==> src/rtl/uart_rx_cmd_ctrl.sv <==
// uart_rx_cmd_ctrl: turns the UART receiver's valid level into byte strobes,
// sequences 4-byte write frames (sync, address, data, checksum) into single
// register-bank writes, enforces an inter-byte timeout and counts errors.
module uart_rx_cmd_ctrl #(
    parameter int clk_mhz      = 50,
    parameter int boadrate     = 9600,
    parameter int timeout_bits = 40
) (
    input  logic       clk,
    input  logic       rst,
    input  logic [7:0] rx_data,
    input  logic       rx_valid,
    output logic       wr_en,
    output logic [3:0] wr_addr,
    output logic [7:0] wr_data,
    output logic       frame_ok,
    output logic       frame_err,
    output logic [7:0] err_count,
    output logic       busy
);

    localparam logic [31:0] TIMEOUT_CYCLES = 32'(clk_mhz * 1_000_000 / boadrate * timeout_bits);
    localparam logic [7:0]  SYNC_BYTE      = 8'hA5;

    typedef enum logic [1:0] {
        IDLE,
        ADDR,
        DATA,
        CHK
    } state_t;

    state_t      state_q, state_d;
    logic        rx_valid_q, rx_valid_d;
    logic [7:0]  addr_q, addr_d;
    logic [7:0]  data_q, data_d;
    logic [31:0] cnt_q, cnt_d;
    logic        wr_en_q, wr_en_d;
    logic [3:0]  wr_addr_q, wr_addr_d;
    logic [7:0]  wr_data_q, wr_data_d;
    logic        frame_ok_q, frame_ok_d;
    logic        frame_err_q, frame_err_d;
    logic [7:0]  err_count_q, err_count_d;
    logic        stb;
    logic        frame_good;

    // A new byte is the rising edge of the receiver's valid level; the
    // registered copy resets high so a level held through reset is not a byte.
    assign stb        = rx_valid & ~rx_valid_q;
    assign rx_valid_d = rx_valid;

    // The checksum byte on rx_data is compared against the latched address/data;
    // only the lower 16 addresses exist in the register bank.
    assign frame_good = (rx_data == (SYNC_BYTE ^ addr_q ^ data_q)) && (addr_q[7:4] == 4'h0);

    // Frame sequencing, timeout countdown and error bookkeeping.
    always_comb begin
        state_d     = state_q;
        addr_d      = addr_q;
        data_d      = data_q;
        cnt_d       = cnt_q;
        wr_en_d     = 1'b0;
        wr_addr_d   = wr_addr_q;
        wr_data_d   = wr_data_q;
        frame_ok_d  = 1'b0;
        frame_err_d = 1'b0;
        err_count_d = err_count_q;

        if (state_q == IDLE) begin
            cnt_d = TIMEOUT_CYCLES;
            if (stb && (rx_data == SYNC_BYTE)) begin
                state_d = ADDR;
            end
        end else if (stb) begin
            cnt_d = TIMEOUT_CYCLES;
            case (state_q)
                ADDR: begin
                    addr_d  = rx_data;
                    state_d = DATA;
                end
                DATA: begin
                    data_d  = rx_data;
                    state_d = CHK;
                end
                CHK: begin
                    state_d = IDLE;
                    if (frame_good) begin
                        wr_en_d    = 1'b1;
                        frame_ok_d = 1'b1;
                        wr_addr_d  = addr_q[3:0];
                        wr_data_d  = data_q;
                    end else begin
                        frame_err_d = 1'b1;
                    end
                end
                default: state_d = IDLE;
            endcase
        end else if (cnt_q == 32'd0) begin
            frame_err_d = 1'b1;
            state_d     = IDLE;
        end else begin
            cnt_d = cnt_q - 32'd1;
        end

        if (frame_err_d && (err_count_q != 8'hFF)) begin
            err_count_d = err_count_q + 8'd1;
        end
    end

    // State and output registers; reset aborts any frame in progress.
    always_ff @(posedge clk or posedge rst) begin
        if (rst) begin
            state_q     <= IDLE;
            rx_valid_q  <= 1'b1;
            addr_q      <= 8'h00;
            data_q      <= 8'h00;
            cnt_q       <= TIMEOUT_CYCLES;
            wr_en_q     <= 1'b0;
            wr_addr_q   <= 4'h0;
            wr_data_q   <= 8'h00;
            frame_ok_q  <= 1'b0;
            frame_err_q <= 1'b0;
            err_count_q <= 8'h00;
        end else begin
            state_q     <= state_d;
            rx_valid_q  <= rx_valid_d;
            addr_q      <= addr_d;
            data_q      <= data_d;
            cnt_q       <= cnt_d;
            wr_en_q     <= wr_en_d;
            wr_addr_q   <= wr_addr_d;
            wr_data_q   <= wr_data_d;
            frame_ok_q  <= frame_ok_d;
            frame_err_q <= frame_err_d;
            err_count_q <= err_count_d;
        end
    end

    assign wr_en     = wr_en_q;
    assign wr_addr   = wr_addr_q;
    assign wr_data   = wr_data_q;
    assign frame_ok  = frame_ok_q;
    assign frame_err = frame_err_q;
    assign err_count = err_count_q;
    assign busy      = (state_q != IDLE);

endmodule

==> config.mk <==
export PLATFORM = sky130hd
export DESIGN_NAME = uart_rx_cmd_ctrl
export DESIGN_NICKNAME = d
export VERILOG_FILES = /design/src/rtl/uart_rx_cmd_ctrl.sv
export SDC_FILE = /design/constraint.sdc
export NUM_CORES = 1
export LEC_CHECK = 0
export CORE_MARGIN = 4
export CORE_UTILIZATION = 57
export DETAILED_ROUTE_END_ITERATION = 6
export PLACE_DENSITY = 0.79
export SKIP_LAST_GASP = 1
export SLEW_MARGIN = 20
export SYNTH_ARGS = -nofsm -noshare
export SYNTH_HDL_FRONTEND = slang
export SYNTH_SLANG_ARGS = --single-unit
==> constraint.sdc <==
create_clock -name clk -period 3.25 [get_ports clk]
set_clock_uncertainty 0.2 [all_clocks]
set_input_delay 0.4875 -clock clk [delete_from_list [all_inputs] [get_ports clk]]
set_output_delay 0.4875 -clock clk [all_outputs]
set_load 0.02 [all_outputs]
Word-level counts from Yosys, hierarchy flattened
Index checks and enable logic that the tools add are counted.
Widths: inputs -> output; s select.
- register bits after elaboration: 73
- latch bits: 0
- bits in writable memories: 0
- bits in read-only memories: 0
- input bits: 11
- word-level logic and storage cells: 54
- memories kept: 0
- muxes and demuxes: 17
- multiply operators: 0
- magnitude comparators: 0
- $add $sub $neg: 2
- divide/modulo/power cells: 0
- shift-type cells: 0
- bitwise operators: 5
- equal/unequal tests: 8
- reduce and logical (&&, ||, !) cells: 12
- operators with widths (cell ; count):
    $mux 32 ; 3
    $logic_not 32->1 ; 1
    $sub 32x1->32 const B ; 1
    $mux 1 ; 9
    $add 8x1->8 const B ; 1
    $eq 8x8->1 ; 1
    $eq 8x8->1 const B ; 1
    $mux 2 ; 4
    $ne 8x8->1 const B ; 1
    $xor 8x8->8 ; 1
    $reduce_and 3->1 ; 2
    $eq 2x2->1 const B ; 2
    $logic_not 4->1 ; 1
    $not 4->4 ; 1
    $pmux 2 s2 ; 1
    $reduce_and 4->1 ; 1
    $logic_and 1x1->1 ; 3
    $ne 3x3->1 const B ; 1
    $reduce_bool 3->1 ; 1
    $eq 2x1->1 const B ; 1
    $logic_not 2->1 ; 1
    $ne 2x1->1 const B ; 1
    $not 1->1 ; 2
    $reduce_and 2->1 ; 1
    other kinds (2) ; 2

Depth between registers and ports, before layout
- depth in word-level cells: 9
- depth in mapped cells: 9
- mapped depth without buffers: 8

Worst setup path after synthesis
No wires, ideal clock.
- path type: reg-to-reg
- start point: reg cnt_q[0]
- end point: reg err_count_q[1] (netlist: err_count[1])
- cell stages (with the launch flop): 9
- library setup time: 0.127 ns
- path buffers: 0
- data required time: 2.923 ns
- path slack: 0.936 ns
- arrival time: 1.987 ns
- cell sequence: dfrtp_1 inv_1 ha_1 nor3b_1 and4_2 nand4_4 o21ai_4 and2_4 mux2_1
- cells in the longest elaborated chain, start to end: 5
- ends and longest elaborated chain (item ; line ; RTL):
    from (decl) ; 36 ; logic [31:0] cnt_q, cnt_d;
    from (signal assigned) ; 128 ; cnt_q <= cnt_d;
    $logic_not 32->1 ; 97 ; end else if (cnt_q == 32'd0) begin
    $mux 1 ; 97 ;
    $mux 1 ; 73 ; end else if (stb) begin
    $mux 1 ; 68 ; if (state_q == IDLE) begin
    named net frame_err_d ; 41 ; logic frame_err_q, frame_err_d;
    $logic_and 1x1->1 ; 104 ; if (frame_err_d && (err_count_q != 8'hFF)) begin
    to (signal assigned) ; 134 ; err_count_q <= err_count_d;
    to (decl) ; 42 ; logic [7:0] err_count_q, err_count_d;
The timed path passes the listed nets, and every way through them passes these cells.
A chain may end at the register's enable or synchronous reset.

Final worst setup path
- start point: reg cnt_q[0]
- end point: reg state_q[1]
- cells in the longest elaborated chain, start to end: 3
- ends and longest elaborated chain (item ; line ; RTL):
    $logic_not 32->1 ; 97 ;
    $reduce_bool 3->1 (no source line) ; - ;
    $reduce_and 2->1 (no source line) ; - ;
    to (signal assigned) ; 124 ; state_q <= state_d;
    to (decl) ; 32 ; state_t state_q, state_d;
Every way passes these cells.

==> impl_metrics.xml <==
<?xml version="1.0" encoding="UTF-8"?>
<metrics>
  <group name="outcome">
    <metric name="status" unit="">completed</metric>
  </group>
  <group name="timing">
    <metric name="max_freq" unit="GHz">0.365</metric>
    <metric name="unrepaired_setup_endpoints_after_global_routing" unit="">false</metric>
    <metric name="tightest_slew" unit="ns">0.611</metric>
    <metric name="fin_crit_sh" unit="%">84.3</metric>
    <metric name="number_of_failing_hold_endpoints_at_the_final_stage" unit="">0</metric>
    <metric name="setup_viol_count_final" unit="">0</metric>
    <metric name="max-slew-margin-rel" unit="%">59.1</metric>
    <metric name="min_period" unit="ns">2.74</metric>
    <metric name="slew_violations" unit="">0</metric>
    <metric name="fin_setup_tns" unit="ns">0</metric>
  </group>
  <group name="global_route">
    <metric name="gr-total-overflow" unit="">0</metric>
    <metric name="antenna_violations_before_repair" unit="">0</metric>
    <metric name="first_pass_grt_wire_length" unit="mm">12.3</metric>
    <metric name="grt_use_total" unit="%">20.5</metric>
    <metric name="grt_max_degree" unit="">74</metric>
    <metric name="grt_pass1_vias" unit="">2609</metric>
  </group>
  <group name="synthesis">
    <metric name="synthesis.instances" unit="">317</metric>
    <metric name="largest_family_of_logic_cells_by_synthesized_area" unit="">simple AND/OR/NAND/NOR gates</metric>
    <metric name="synthesis.area_per_instance" unit="sq um">11.6</metric>
    <metric name="synthDominantCellAreaShare" unit="%">43.6</metric>
    <metric name="synth-seq-area-share" unit="%">50.1</metric>
    <metric name="synthDistinctLibCells" unit="">57</metric>
    <metric name="synth_ff_type" unit="">sky130_fd_sc_hd__dfrtp_1</metric>
    <metric name="synth.area.mux_share" unit="%">9.79</metric>
    <metric name="synth.area.top_cells" unit="">sky130_fd_sc_hd__dfrtp_1 (44%), sky130_fd_sc_hd__mux2_2 (8.0%), sky130_fd_sc_hd__dfstp_2 (6.4%)</metric>
    <metric name="synth_compound_gate_area_share" unit="%">4.81</metric>
    <metric name="post_synth_fa_ha_maj_area_fraction" unit="%">2.39</metric>
    <metric name="synth-xor-area-share" unit="%">10.2</metric>
    <metric name="synth_area_leader_cell" unit="">sky130_fd_sc_hd__dfrtp_1</metric>
    <metric name="synth_fp_nets" unit="">335</metric>
    <metric name="count_of_yosys_warnings_during_synthesis" unit="">0</metric>
    <metric name="syn-cell-area" unit="sq um">3670</metric>
    <metric name="async_flop_share" unit="%">100</metric>
    <metric name="synth-edff-count" unit="">0</metric>
    <metric name="synthSimpleGateAreaFrac" unit="%">21.0</metric>
    <metric name="postSynthRegisterBits" unit="">73</metric>
  </group>
  <group name="power">
    <metric name="cell_internal_pwr" unit="mW">2.09</metric>
    <metric name="switching_power" unit="mW">0.912</metric>
    <metric name="cellLeakagePower" unit="nW">1.90</metric>
    <metric name="seq_power_share" unit="%">41.1</metric>
    <metric name="power-per-cell-area" unit="nW/um^2">687</metric>
    <metric name="power.ir.vdd_worst" unit="mV">0.494</metric>
    <metric name="power.share.combinational" unit="%">27.9</metric>
    <metric name="clkPwrFrac" unit="%">31.1</metric>
    <metric name="switching_share" unit="%">30.4</metric>
  </group>
  <group name="placed_design">
    <metric name="dp.final_hpwl" unit="mm">4.76</metric>
    <metric name="routabilityCongestion" unit="">0.834</metric>
    <metric name="detailed_place.area" unit="sq um">4100</metric>
    <metric name="place.detailed.instances" unit="">421</metric>
    <metric name="port_buffers" unit="">34</metric>
  </group>
  <group name="clock_network">
    <metric name="cts.sinks" unit="">73</metric>
    <metric name="clk_transition_reported_paths" unit="ns">0.07</metric>
    <metric name="postCtsResizedCells" unit="">0</metric>
    <metric name="tritoncts" unit="">done</metric>
    <metric name="hold_buffers" unit="">0</metric>
    <metric name="clock_path_buffers" unit="">2</metric>
    <metric name="clock_tree.root_cell" unit="">sky130_fd_sc_hd__clkbuf_8</metric>
    <metric name="cts_bufs_inserted" unit="">9</metric>
    <metric name="number_of_levels_in_the_clock_h_tree" unit="">3</metric>
    <metric name="cts_setup_buffers" unit="">0</metric>
    <metric name="clkLatencyLatePin" unit="ns">0.34</metric>
  </group>
  <group name="layout">
    <metric name="instances_no_fill" unit="">436</metric>
    <metric name="layout.cells.most_common_list" unit="">sky130_fd_sc_hd__dfrtp_1 (64), sky130_fd_sc_hd__clkdlybuf4s50_1 (34), sky130_fd_sc_hd__nor2_1 (32), sky130_fd_sc_hd__mux2_2 (26), sky130_fd_sc_hd__nand2_1 (25)</metric>
    <metric name="syn_to_final_growth" unit="%">19.0</metric>
    <metric name="final_antenna_diode_count" unit="">0</metric>
    <metric name="design.final.nets" unit="">375</metric>
    <metric name="num-fill-cells" unit="">457</metric>
    <metric name="layout-drive-gt1-share" unit="%">21.6</metric>
    <metric name="layout.cell_area.non_filler" unit="sq um">4370</metric>
    <metric name="commonest_non_fill_non_tap_cell_in_the_layout" unit="">sky130_fd_sc_hd__dfrtp_1</metric>
  </group>
  <group name="detailed_routing">
    <metric name="wirelength" unit="mm">7.14</metric>
    <metric name="first_iter_violations" unit="">67</metric>
    <metric name="route.vias.total" unit="">2504</metric>
    <metric name="dr.pass1.iters" unit="">4</metric>
    <metric name="ant_nets" unit="">0</metric>
    <metric name="via_per_inst" unit="">5.74</metric>
    <metric name="detail_route.drc_violations" unit="">0</metric>
    <metric name="routed_wire_length_per_instance" unit="microns">16.4</metric>
  </group>
  <group name="die">
    <metric name="die_span_y" unit="microns">88.2</metric>
    <metric name="initial_core_util" unit="%">60.2</metric>
    <metric name="die_outline_area" unit="sq um">7790</metric>
    <metric name="chipWidth" unit="microns">88.2</metric>
    <metric name="floorplan.rows" unit="">28</metric>
    <metric name="core_region_area" unit="sq um">6100</metric>
    <metric name="boundaryPins" unit="">35</metric>
  </group>
  <group name="worst_setup_path">
    <metric name="endpoint_required_time_on_the_critical_path" unit="ns">3.28</metric>
    <metric name="critPathArrivalTime" unit="ns">2.77</metric>
    <metric name="crit_path_end_kind" unit="">register</metric>
    <metric name="critical_path.max_fanout" unit="">12</metric>
    <metric name="critical_path_class" unit="">reg2reg</metric>
    <metric name="critical_path_startpoint_category" unit="">register</metric>
  </group>
  <group name="worst_hold_path">
    <metric name="hold_path_class" unit="">reg2reg</metric>
  </group>
  <group name="run">
    <metric name="cap_viol_max_count" unit="">0</metric>
  </group>
</metrics>
==> per-layer routing <==
layer	vias to the layer above	global-route usage (%)	part of all wire, %
met3	8	4.38	3.3
met5	-	0	0
met2	40	32.8	49
li1	1192	-	-
met1	1264	27.6	46
met4	0	7.69	1.3
==> worst max-delay path, cell delays in order, from the launching register on <==
cell	delay, ns
sky130_fd_sc_hd__dfrtp_1	0.42
sky130_fd_sc_hd__inv_1	0.08
sky130_fd_sc_hd__ha_1	0.17
sky130_fd_sc_hd__nor3b_1	0.42
sky130_fd_sc_hd__and4_2	0.38
sky130_fd_sc_hd__nand3_1	0.39
sky130_fd_sc_hd__nand2_1	0.18
sky130_fd_sc_hd__nand2_1	0.10
sky130_fd_sc_hd__a32o_1	0.27
==> worst paths after layout <==
path / startpoint / end / slack, ns / depth (start not counted)
worst max-delay path: cnt_q[0]$_DFFE_PP0P_ / state_q[1]$_DFFE_PP0P_ / 0.51 / 8
worst min-delay path: wr_addr[1]$_DFFE_PP0P_ / wr_addr[1]$_DFFE_PP0P_ / 0.29 / 1
min in group asynchronous: rst / cnt_q[28]$_DFFE_PP0P_ / 0.35 / 3
worst max register to register: cnt_q[0]$_DFFE_PP0P_ / state_q[1]$_DFFE_PP0P_ / 0.51 / 8
max in group asynchronous: rst / cnt_q[7]$_DFFE_PP1P_ / 2.17 / 3
worst min register to register: wr_addr[1]$_DFFE_PP0P_ / wr_addr[1]$_DFFE_PP0P_ / 0.29 / 1
==> power by group through the flow <==
| stage | Sequential (mW) | Clock, mW | Combinational (mW) |
|---|---|---|---|
| final | 1.23 | 0.933 | 0.837 |
| after global routing | 1.26 | 0.998 | 0.922 |
| after CTS | 1.23 | 0.952 | 0.848 |
| after detailed placement | 1.25 | 0 | 0.825 |
| after global placement | 1.24 | 0 | 0.798 |
| after floorplan | 1.22 | 0 | 0.617 |
==> Yosys cell counts, types with 5 or more instances <==
library cell / instances
sky130_fd_sc_hd__ha_1: 7
sky130_fd_sc_hd__xor2_1: 17
sky130_fd_sc_hd__clkbuf_1: 5
sky130_fd_sc_hd__nand4_1: 6
sky130_fd_sc_hd__mux2_2: 26
sky130_fd_sc_hd__nand2_1: 25
sky130_fd_sc_hd__inv_1: 6
sky130_fd_sc_hd__dfrtp_1: 64
sky130_fd_sc_hd__xnor2_1: 15
sky130_fd_sc_hd__nor4_1: 5
sky130_fd_sc_hd__dfstp_2: 9
sky130_fd_sc_hd__nor3_1: 7
sky130_fd_sc_hd__nor2_1: 32
sky130_fd_sc_hd__a21oi_1: 10
sky130_fd_sc_hd__nand3_1: 9
sky130_fd_sc_hd__mux2_1: 5
==> registers in the layout (all words and copies together) (netlist names) <==
signal	count
addr_q	8
state_q	2
frame_err	1
rx_valid_q	1
wr_data	8
err_count	8
cnt_q	32
frame_ok	1
data_q	8
wr_addr	4
==> logic make-up (layout without fill, tap and decap cells) <==
kind of cell | Yosys count | after routing
and+or+nand+nor | 129 | 129
DFF | 73 | 73
xor gates and xnor gates | 36 | 36
muxes | 32 | 32
AOI/OAI and AO/OA | 25 | 25
buffers and inverters | 15 | 59
adders and majority gates | 7 | 7
==> per-stage QoR <==
step	utilization, %	total power, mW	hold slack [ns]	setup WS, ns
after floorplan	-	1.84	0.282	0.724
after global placement	67.3	2.04	0.272	0.436
after detailed placement	67.3	2.07	0.280	0.408
after CTS	71.7	3.03	0.298	0.520
after global routing	71.7	3.18	0.305	0.341
final	71.7	3.00	0.294	0.511
==> cell type report <==
type | count | area [sq um] | area share (%)
clock buffers | 10 | 138 | 3.15
clock inverters | 5 | 128 | 2.92
inverters | 6 | 22.5 | 0.516
multi-input cells | 229 | 1770 | 40.4
flip-flops and latches | 73 | 1840 | 42.1
well taps | 75 | 93.8 | 2.15
repair buffers | 38 | 383 | 8.77
(Power assumes the default switching activity.)
